==> src/rtl/regfile_wb_arbiter.sv <==
// Round-robin arbiter sharing the register file write port between the ALU (A)
// and load (B) writeback paths, with one registered output stage.
module regfile_wb_arbiter #(
   parameter int unsigned DATA_W = 32,
   parameter int unsigned ADDR_W = 5
) (
   input  logic              clk,
   input  logic              rst_n,
   input  logic              a_valid,
   output logic              a_ready,
   input  logic [ADDR_W-1:0] a_rd,
   input  logic [DATA_W-1:0] a_data,
   input  logic              b_valid,
   output logic              b_ready,
   input  logic [ADDR_W-1:0] b_rd,
   input  logic [DATA_W-1:0] b_data,
   output logic              WE3,
   output logic [ADDR_W-1:0] AD3,
   output logic [DATA_W-1:0] WD3,
   output logic              last_b,
   output logic [7:0]        drop_cnt
);

   localparam int unsigned CNT_W = 8;
   localparam logic [CNT_W-1:0] CNT_MAX = {CNT_W{1'b1}};

   logic              xfer;
   logic [ADDR_W-1:0] sel_rd;
   logic [DATA_W-1:0] sel_data;

   // Grant: lone requester wins; on contention the port not served last wins.
   always_comb begin
      a_ready = 1'b0;
      b_ready = 1'b0;
      if (rst_n) begin
         if (a_valid && (!b_valid || last_b)) begin
            a_ready = 1'b1;
         end else if (b_valid) begin
            b_ready = 1'b1;
         end
      end
   end

   assign xfer     = a_ready | b_ready;
   assign sel_rd   = b_ready ? b_rd   : a_rd;
   assign sel_data = b_ready ? b_data : a_data;

   // Output stage and pointer; x0 writes are swallowed and counted.
   always_ff @(posedge clk or negedge rst_n) begin
      if (!rst_n) begin
         WE3      <= 1'b0;
         AD3      <= '0;
         WD3      <= '0;
         last_b   <= 1'b1;
         drop_cnt <= '0;
      end else if (xfer) begin
         last_b <= b_ready;
         if (sel_rd != '0) begin
            WE3 <= 1'b1;
            AD3 <= sel_rd;
            WD3 <= sel_data;
         end else begin
            WE3 <= 1'b0;
            if (drop_cnt != CNT_MAX) begin
               drop_cnt <= drop_cnt + CNT_W'(1);
            end
         end
      end else begin
         WE3 <= 1'b0;
      end
   end

endmodule

==> config.mk <==
export PLATFORM = sky130hd
export DESIGN_NAME = regfile_wb_arbiter
export DESIGN_NICKNAME = d
export VERILOG_FILES = /design/src/rtl/regfile_wb_arbiter.sv
export SDC_FILE = /design/constraint.sdc
export NUM_CORES = 1
export LEC_CHECK = 0
export ABC_AREA = 1
export BUFFER_PORTS_ARGS = -buffer_cell sky130_fd_sc_hd__buf_2
export CAP_MARGIN = 30
export CORE_MARGIN = 8
export CORE_UTILIZATION = 43
export CTS_BUF_LIST = sky130_fd_sc_hd__clkbuf_4
export DETAILED_ROUTE_END_ITERATION = 12
export PLACE_DENSITY = 0.88
export REMOVE_ABC_BUFFERS = 1
export SETUP_SLACK_MARGIN = 0.5
export SKIP_LAST_GASP = 1
export SYNTH_ARGS = -nofsm -noshare
export SYNTH_HDL_FRONTEND = slang
export SYNTH_SLANG_ARGS = --single-unit
==> constraint.sdc <==
create_clock -name clk -period 2.3 [get_ports clk]
set_input_delay 0.23 -clock clk [delete_from_list [all_inputs] [get_ports clk]]
set_output_delay 0.23 -clock clk [all_outputs]
set_load 0.005 [all_outputs]
# Yosys cells after proc, flatten, opt, wreduce, memory -nomap -nowiden
# Index checks and enable logic that the tools add are counted.
[word_totals]
reg_bits = 47
inputBits = 78
out_inout_bits = 49
word_cells = 24
[classes]
addsub = 1
n_eq_ne = 1
n_mux = 9
bitwise_logic = 2
reduce_logical = 6
[op_table]
columns = ["op", "n"]
rows = [
  ["32-bit 2-to-1 mux", 1],
  ["8-bit by 1-bit adder with 8-bit output, second input constant", 1],
  ["8-bit inequality test, second input constant", 1],
  ["1-bit 2-to-1 mux", 7],
  ["5-bit 2-to-1 mux", 1],
  ["5-bit nonzero test", 1],
  ["3-bit AND reduction", 1],
  ["2-bit AND reduction", 1],
  ["1-bit logical AND", 1],
  ["1-bit zero test", 1],
  ["1-bit logical OR", 1],
  ["1-bit inverter", 1],
  ["1-bit bitwise OR", 1],
]

# Logic depth before layout (Yosys ltp)
# Gate-level depths: netlist of the first run.
[depth]
word_depth = 9
ltp_mapped = 13
mapped_depth_nobuf = 12

# Least setup slack after synthesis of the first run
# OpenSTA, ideal clock, no wires.
[synth_timing]
kind = "register to register"
from = "reg last_b"
to = "reg AD3[3]"
setup_time_ns = 0.116
t_arrival_ns = 1.626
required_time_ns = 2.184
path_slack_ns = 0.558
stages_incl_launch_ff = 14
n_path_buf = 2
synth_period_minus_slack_ns = 1.742
cell_sequence = "dfstp_2 -> inv_1 -> nand2_2 -> nand2_4 -> nand2_4 -> buf_6 -> nand2_1 -> nand2_1 -> nand3_2 -> nor2_4 -> nor2_4 -> buf_6 -> nand2_1 -> nand2_1"
[synth_via]
elab_chain_cells = 7
elab_cells_between_ends = 10
classes_between = "mux (5); bitwise (1); reduce/logical (4)"
[synth_rtl]
columns = ["item", "line_no", "rtl"]
rows = [
  ["start: declaration", "20", "output logic last_b,"],
  ["start signal: assignment", "57", "last_b <= b_ready;"],
  ["1-bit logical OR *", "36", "if (a_valid && (!b_valid || last_b)) begin"],
  ["1-bit logical AND *", "36", ""],
  ["1-bit 2-to-1 mux", "36", ""],
  ["1-bit 2-to-1 mux", "35", "if (rst_n) begin"],
  ["5-bit 2-to-1 mux", "45", "assign sel_rd = b_ready ? b_rd : a_rd;"],
  ["5-bit nonzero test", "58", "if (sel_rd != '0) begin"],
  ["2-bit AND reduction (no source line)", "-", ""],
  ["end signal: assignment", "60", "AD3 <= sel_rd;"],
  ["end: declaration", "18", "output logic [ADDR_W-1:0] AD3,"],
]
# Mark *: on every way between the ends. The rest lies on a longest branch, timed or not.
# A chain may end at the register's enable or synchronous reset.

# Final worst setup path of the first run
[layout_timing]
from = "reg last_b"
to = "reg WE3"
[layout_via]
elab_chain_cells = 8
elab_cells_between_ends = 11
classes_between = "mux (7); bitwise (1); reduce/logical (3)"
[layout_rtl]
columns = ["item", "line_no", "rtl"]
rows = [
  ["1-bit logical OR *", "36", ""],
  ["1-bit logical AND *", "36", ""],
  ["1-bit 2-to-1 mux", "36", ""],
  ["1-bit 2-to-1 mux", "35", ""],
  ["5-bit 2-to-1 mux", "45", ""],
  ["5-bit nonzero test", "58", ""],
  ["1-bit 2-to-1 mux", "58", ""],
  ["1-bit 2-to-1 mux *", "56", "end else if (xfer) begin"],
  ["end signal: assignment", "51", "WE3 <= 1'b0;"],
  ["end signal: assignment", "59", "WE3 <= 1'b1;"],
  ["end signal: assignment", "63", "WE3 <= 1'b0;"],
  ["end: declaration", "17", "output logic WE3,"],
]
# Marked as above.

==> impl_metrics.yaml, run 1 <==
run_status:
  outcome: "finished, final reports clean"
placed_design:
  place.port_buffers: 126
  post-place-ws_ps: 128
  dp.cells: 553
  dp_hpwl_um: 5650
  gp_congestion: 0.830
drt:
  drt-total-wl_um: 9260
  antenna_left: 0
  first_iter_violations: 138
  drc: 0
  route.vias.total: 2924
  wl_per_cell_um: 15.7
  viasPerCell: 4.96
  first_pass_iters: 4
sta:
  setup_tns_ps: 0
  period_share_pct: 82.4
  hold_violations: 0
  drv_slew: 0
  grt_setup_unrepaired: "yes"
  finalClockSkew_ps: 3.35
  clock.fmax_mhz: 528
  worst_pin_slew_ps: 601
  setup_violations: 0
  setup_slack_ps: 406
  min_period_ps: 1890
  slew_headroom_pct: 59.9
clock_tree:
  clkTransAtPathRegs_ps: 130
  clk_path_buf_depth: 2
  insertion_delay_ps: 350
  hold_buffers: 0
  ctsRootBufferMaster: "clkbuf_4"
  cts_tree: "yes"
  clkSinkCount: 47
  htreeDepth: 2
  cts_buffers: 5
setup_path:
  arrival_ps: 2150
  crit_slowest_cell: "dfstp_2"
  worstPathRequired_ps: 2560
  cp-start-kind: "flip-flop"
  crit_chain: "inv_2 > nand2_2 > nand2_4 > buf_4 > nand3_2 > nand2_2 > inv_1 > nand2_2 > nor2_4 > nor2_4 > buf_12 > buf_4"
  crit_top_cell: "nand2_2"
  crit_fanout: 5
  crit_type: "flip-flop to flip-flop"
  worstSetupEndpointType: "flip-flop"
  crit_path_max_incr_delay_ps: 560
power_and_ir_drop:
  combPwrFrac_pct: 34.5
  seq_power_share_pct: 48.2
  p_per_area_nw_per_um2: 564
  power_frac_clock_pct: 17.3
  power.leakage_nw: 2.33
  internal_power_mw: 1.43
  p_sw_uw: 742
  p_total_mw: 2.17
  vdd_drop_max_mv: 0.283
  sw_frac_of_total_pct: 34.2
layout:
  multi_input_area_um2: 1390
  final_util_pct: 65.8
  area_growth_pct: 50.0
  regArea_um2: 1180
  fin_cells: 589
  diodes: 0
  fillers: 518
  drive_gt1_share_pct: 41.8
  layout.cells.most_common: "nand2_1"
  nNetsFinal: 592
  final_cell_mix: "nand2_1, buf_2, dfrtp_1, nand2_2, buf_4"
grt:
  grt_max_degree: 48
  overflow: 0
  grt_antenna_before_repair: 0
  grt_use_met2_pct: 35.3
  use_met3_pct: 4.41
  grt_pass1_wl_um: 13800
  first_global_vias: 2878
  top_usage_layer: "met2"
  use_met1_pct: 22.4
  grtUsageTotal_pct: 19.6
floorplan:
  initial_core_util_pct: 43.8
  chipHeight_um: 93.2
  coreArea_um2: 5850
  design.portCount: 127
  die_w_um: 93.2
  placementRows: 28
  die_area_um2: 8690
flow_run:
  cap_violations: 0
synthesis:
  synth_seq_cells: 47
  ys_seq_area_share_pct: 45.9
  synth_cells: 359
  synth_warnings: 0
  synthesis.area_um2: 2560
  avgSynthCellArea_um2: 7.14
  synth_cell_types: 23
min_path:
  worstHoldPathType: "primary input to async pin"
cell families after synthesis:
| kind of cell | Yosys count | share of synthesized area [%] |
|---|---|---|
| and+or+nand+nor | 270 | 43.5 |
| DFF | 47 | 45.9 |
| buffers and inverters | 31 | 6.73 |
| xor gates and xnor gates | 6 | 2.05 |
| AOI/OAI and AO/OA | 4 | 1.37 |
| adders and majority gates | 1 | 0.488 |
what timing repair did:
item	4_1_cts	5_1_grt
pin swaps	15	15
gates resized for setup	29	31
cloned	4	6
setup buffers	10	8
endpoints found under the setup margin	47	48
registers in the layout, indices dropped and copies added, names as in the netlist:
register  cells
drop_cnt      8
WD3          32
last_b        1
WE3           1
AD3           5
metal layers:
metal / wire [um] / share of wire [%]
met1: 3700 / 40
met2: 4710 / 51
met3: 695 / 7.5
met4: 153 / 1.7
met5: 0 / 0
final timing paths:
check | from | end | slack [ps] | cells past startpoint
max reg2reg | last_b$_DFFE_PN1P_ | WE3$_DFF_PN0_ | 410 | 12
max in group asynchronous | rst_n | WD3[16]$_DFFE_PN0P_ | 1860 | 2
min reg2reg | WD3[1]$_DFFE_PN0P_ | WD3[1]$_DFFE_PN0P_ | 490 | 2
min | rst_n | drop_cnt[6]$_DFFE_PN0P_ | 40 | 2
max | last_b$_DFFE_PN1P_ | WE3$_DFF_PN0_ | 410 | 12
min in group clk | b_data[12] | WD3[12]$_DFFE_PN0P_ | 160 | 5
Yosys cell counts:
cell type / n / area [um^2]
nand2_1: 230 / 863
dfrtp_1: 46 / 1150
inv_1: 15 / 56.3
nand2_2: 12 / 75.1
nand4_1: 8 / 50.1
clkbuf_1: 7 / 26.3
nor2_1: 7 / 26.3
buf_6: 6 / 67.6
xor2_1: 6 / 52.6
nand3_1: 5 / 25.0
inv_2: 2 / 7.51
nand2_4: 2 / 22.5
nand3b_1: 2 / 15.0
nor2_4: 2 / 22.5
buf_8: 1 / 15.0
dfstp_2: 1 / 26.3
ha_1: 1 / 12.5
nand3_2: 1 / 10.0
nor3_1: 1 / 5.00
o21ai_0: 1 / 5.00
o21ai_1: 1 / 5.00
o21ai_2: 1 / 8.76
o21ai_4: 1 / 16.3
through the flow:
step / cell area, um^2 / hold WS, ps
after floorplan: 2460 / -65.6
after detailed placement: 3230 / 433
after global routing: 3850 / 56.9
final: 3850 / 36.3
after CTS: 3560 / 29.6
after global placement: 3230 / 429
power groups by stage:
stage / sequential (mW) / combinational, mW / clock [mW]
floorplan: 1.06 / 0.250 / 0
global placement: 1.05 / 0.552 / 0
detailed placement: 1.05 / 0.574 / 0
CTS: 1.04 / 0.648 / 0.388
global route: 1.06 / 0.822 / 0.418
finish: 1.05 / 0.749 / 0.374
worst max-delay path: cells and delay by family (launching register included):
kind                   cells  cell delay [ps]
buffers and inverters      5              540
and+or+nand+nor            7              700
DFF                        1              560
cell type report:
class                      instances  share of cell area (%)
tap                               75                    2.44
timing repair buffer             157                    27.8
clock inverter                     3                   0.390
inverter                          17                    1.79
sequential                        47                    30.6
clock buffer                       5                   0.976
multi-input combinational        285                    36.0
(Power assumes the default switching activity.)
==> run 2, diff against run 1 <==
--- a/config.mk
+++ b/config.mk
@@ -5,14 +5,14 @@
 export SDC_FILE = /design/constraint.sdc
 export NUM_CORES = 1
 export LEC_CHECK = 0
-export ABC_AREA = 1
+export ABC_AREA = 0
 export BUFFER_PORTS_ARGS = -buffer_cell sky130_fd_sc_hd__buf_2
 export CAP_MARGIN = 30
 export CORE_MARGIN = 8
-export CORE_UTILIZATION = 43
+export CORE_UTILIZATION = 41
 export CTS_BUF_LIST = sky130_fd_sc_hd__clkbuf_4
 export DETAILED_ROUTE_END_ITERATION = 12
-export PLACE_DENSITY = 0.88
+export PLACE_DENSITY = 0.9
 export REMOVE_ABC_BUFFERS = 1
 export SETUP_SLACK_MARGIN = 0.5
 export SKIP_LAST_GASP = 1
==> constraint.sdc (replaced) <==
create_clock -name clk -period 1.6 [get_ports clk]
set_input_delay 0.16 -clock clk [delete_from_list [all_inputs] [get_ports clk]]
set_output_delay 0.16 -clock clk [all_outputs]
set_load 0.005 [all_outputs]
==> run 2 against run 1 <==
Net effect: the run now ends with setup timing left; total power up 37%; critical path depth fell by 4; combinational power up 35%; first-iteration DRC count fell by 43%; synthesized cell count decreased by 31%; sequential cell count is the same; design area down 7.4%; worst setup slack worse by 540 ps; highest routed layer unchanged.
==> impl_metrics.yaml, run 2 <==
drt:
  first_iter_violations: 78
  antenna_left: 0
  wl_per_cell_um: 16.3
  drt-total-wl_um: 7840
  route.vias.total: 2402
  drc: 0
  viasPerCell: 4.99
  first_pass_iters: 4
grt:
  overflow: 0
  grt_pass1_wl_um: 12200
  grt_max_degree: 47
  first_global_vias: 2590
  grtUsageTotal_pct: 17.9
  grt_antenna_before_repair: 0
layout:
  fillers: 457
  largest_register_ff_count: 32
  final_cell_mix: "buf_2, nand2_1, dfrtp_1, nor2_1, a31oi_1"
  diodes: 0
  layout.cells.most_common: "buf_2"
  nNetsFinal: 488
  drive_gt1_share_pct: 48.7
  reg_top3: "WD3 (32), drop_cnt (8), AD3 (5)"
  regMostFlops: "WD3"
  area_growth_pct: 58.5
setup_path:
  crit_path_max_incr_delay_ps: 570
  worstRegToRegCells: 8
  worstSetupEndpointType: "flip-flop"
  crit_chain: "nand2_2 > nor4b_4 > buf_4 > a211oi_4 > buf_6 > buf_12 > clkbuf_16 > a31oi_1"
  r2r-start: "last_b$_DFFE_PN1P_"
  r2r-end: "WD3[5]$_DFFE_PN0P_"
  arrival_ps: 1980
  crit_type: "flip-flop to flip-flop"
  rrSetupSlack_ps: -140
  crit_fanout: 8
  worstPathRequired_ps: 1840
  crit_slowest_cell: "dfstp_2"
  cp-start-kind: "flip-flop"
synthesis:
  synth_async_sr_flop_share_pct: 100
  synth_top_cells_by_count: "nand2_1, dfrtp_1, nor2_1"
  ys_seq_area_share_pct: 52.4
  synth_top_area_share_pct: 51.2
  synth_warnings: 0
  yosysMostFrequentCell: "nand2_1"
  synth-edff-count: 0
  synth_cell_types: 31
  synth.area.top_cells: "dfrtp_1, nand2_1, a31oi_1, nor2_1, buf_6"
  synth_cells: 247
  ys.flop_type: "dfrtp_1"
  synthesis.area_um2: 2250
  synth_area_leader_cell: "dfrtp_1"
  avgSynthCellArea_um2: 9.10
  synth_seq_cells: 47
run_status:
  outcome: "finished with violations"
  violations: "setup timing"
sta:
  setup_slack_ps: -138
  period_share_pct: 109
  grt_setup_unrepaired: "yes"
  setup_violations: 43
  worst_pin_slew_ps: 585
  finalClockSkew_ps: 6.88
  clock.fmax_mhz: 575
  slew_headroom_pct: 61.0
  drv_slew: 0
  hold_violations: 0
  min_period_ps: 1740
floorplan:
  chipHeight_um: 90.1
  die_w_um: 90.1
  design.portCount: 127
  coreArea_um2: 5410
  die_area_um2: 8110
  placementRows: 27
  initial_core_util_pct: 41.6
clock_tree:
  clkTransAtPathRegs_ps: 130
  insertion_delay_ps: 350
  cts_tree: "yes"
  clk_path_buf_depth: 2
  cts_buffers: 5
  clkSinkCount: 47
  ctsRootBufferMaster: "clkbuf_4"
  htreeDepth: 2
min_path:
  worstHoldPathType: "primary input to async pin"
placed_design:
  place.port_buffers: 126
  dp_hpwl_um: 5220
  gp_congestion: 0.726
  post-place-ws_ps: -282
power_and_ir_drop:
  power.leakage_nw: 1.82
  vdd_drop_max_mv: 0.376
  p_per_area_nw_per_um2: 834
  p_total_mw: 2.97
flow_run:
  cap_violations: 0
[run 2: changes by cell type after synthesis, moves of 3 or more]
cell | before | now
a31oi_1 | 0 | 32
nand4_1 | 8 | 1
nand2_1 | 230 | 73
nand2_2 | 12 | 0
and3_1 | 0 | 3
nor2_1 | 7 | 41
a21oi_1 | 0 | 3
inv_1 | 15 | 3
mux2i_1 | 0 | 5
[run 2: cell families after synthesis]
kind of cell	share of synthesized area [%]
AO/OA/AOI/OAI	12.3
multiplexers	3.39
flip-flops	52.4
XOR/XNOR	1.95
adder cells (fa/ha/maj)	0.556
buffers and inverters	5.34
AND/OR/NAND/NOR	24.1
[run 2: final cells by class]
| type | instances | area (um^2) | area share, % |
|---|---|---|---|
| clock buffers | 5 | 37.5 | 1.05 |
| inverters | 4 | 20.0 | 0.562 |
| clock inverters | 2 | 8.76 | 0.246 |
| repair buffers | 169 | 1190 | 33.4 |
| well taps | 72 | 90.1 | 2.53 |
| multi-input cells | 182 | 1040 | 29.1 |
| flip-flops and latches | 47 | 1180 | 33.1 |
[run 2: worst max-delay path by stage]
stage / startpoint / endpoint / slack, ps / cells past startpoint
6_report: last_b$_DFFE_PN1P_ / WD3[5]$_DFFE_PN0P_ / -140 / 8
4_1_cts: last_b$_DFFE_PN1P_ / b_ready / -120 / 6
5_1_grt: last_b$_DFFE_PN1P_ / WD3[6]$_DFFE_PN0P_ / -210 / 8
3_5_place_dp: b_rd[3] / WD3[9]$_DFFE_PN0P_ / -280 / 8
3_3_place_gp: b_rd[3] / drop_cnt[7]$_DFFE_PN0P_ / -230 / 6
2_1_floorplan: last_b$_DFFE_PN1P_ / WD3[0]$_DFFE_PN0P_ / -2110 / 4
[run 2: power by group]
| group | switching [mW] | total [mW] | internal, mW | leakage (nW) |
|---|---|---|---|---|
| Sequential | 0.0971 | 1.46 | 1.36 | 0.546 |
| Combinational | 0.453 | 1.01 | 0.552 | 1.25 |
| Clock | 0.354 | 0.511 | 0.157 | 0.0285 |
| Total | 0.904 | 2.97 | 2.07 | 1.82 |
[run 2: critical path, delay by kind of cell, from the launching register on]
family | cells | cell delay [ps]
DFF | 1 | 570
and+or+nand+nor | 2 | 200
AOI/OAI and AO/OA | 2 | 270
buffers and inverters | 4 | 590
[run 2: metrics by stage]
stage | cells | TNS (ps) | hold WS, ps | util (%) | cell area [um^2]
final | 481 | -3610 | 15.1 | 65.9 | 3560
after global routing | 481 | -7500 | 26.5 | 65.9 | 3560
after CTS | 468 | -3330 | 25.0 | 61.7 | 3330
after detailed placement | 447 | -10870 | 192 | 56.0 | 3030
after global placement | 447 | -8600 | 180 | 56.0 | 3030
after floorplan | 233 | -82230 | -136 | - | 2140
[run 2: timing repair]
action                                  CTS  global route
hold endpoints to repair                  1             0
endpoints found under the setup margin   57            60
cloned                                    3             3
pin swaps                                 3             5
setup buffers                            10            10
hold buffers                              1             0
gates resized for setup                  16            22
[run 2: per-layer routing]
| metal | global-route usage (%) | up-vias | share of wire [%] |
|---|---|---|---|
| met5 | 0 | - | 0 |
| met4 | 5.96 | 0 | 2.3 |
| met3 | 6.82 | 16 | 7.0 |
| met2 | 32.5 | 85 | 53 |
| met1 | 18.3 | 1146 | 38 |
| li1 | - | 1155 | - |
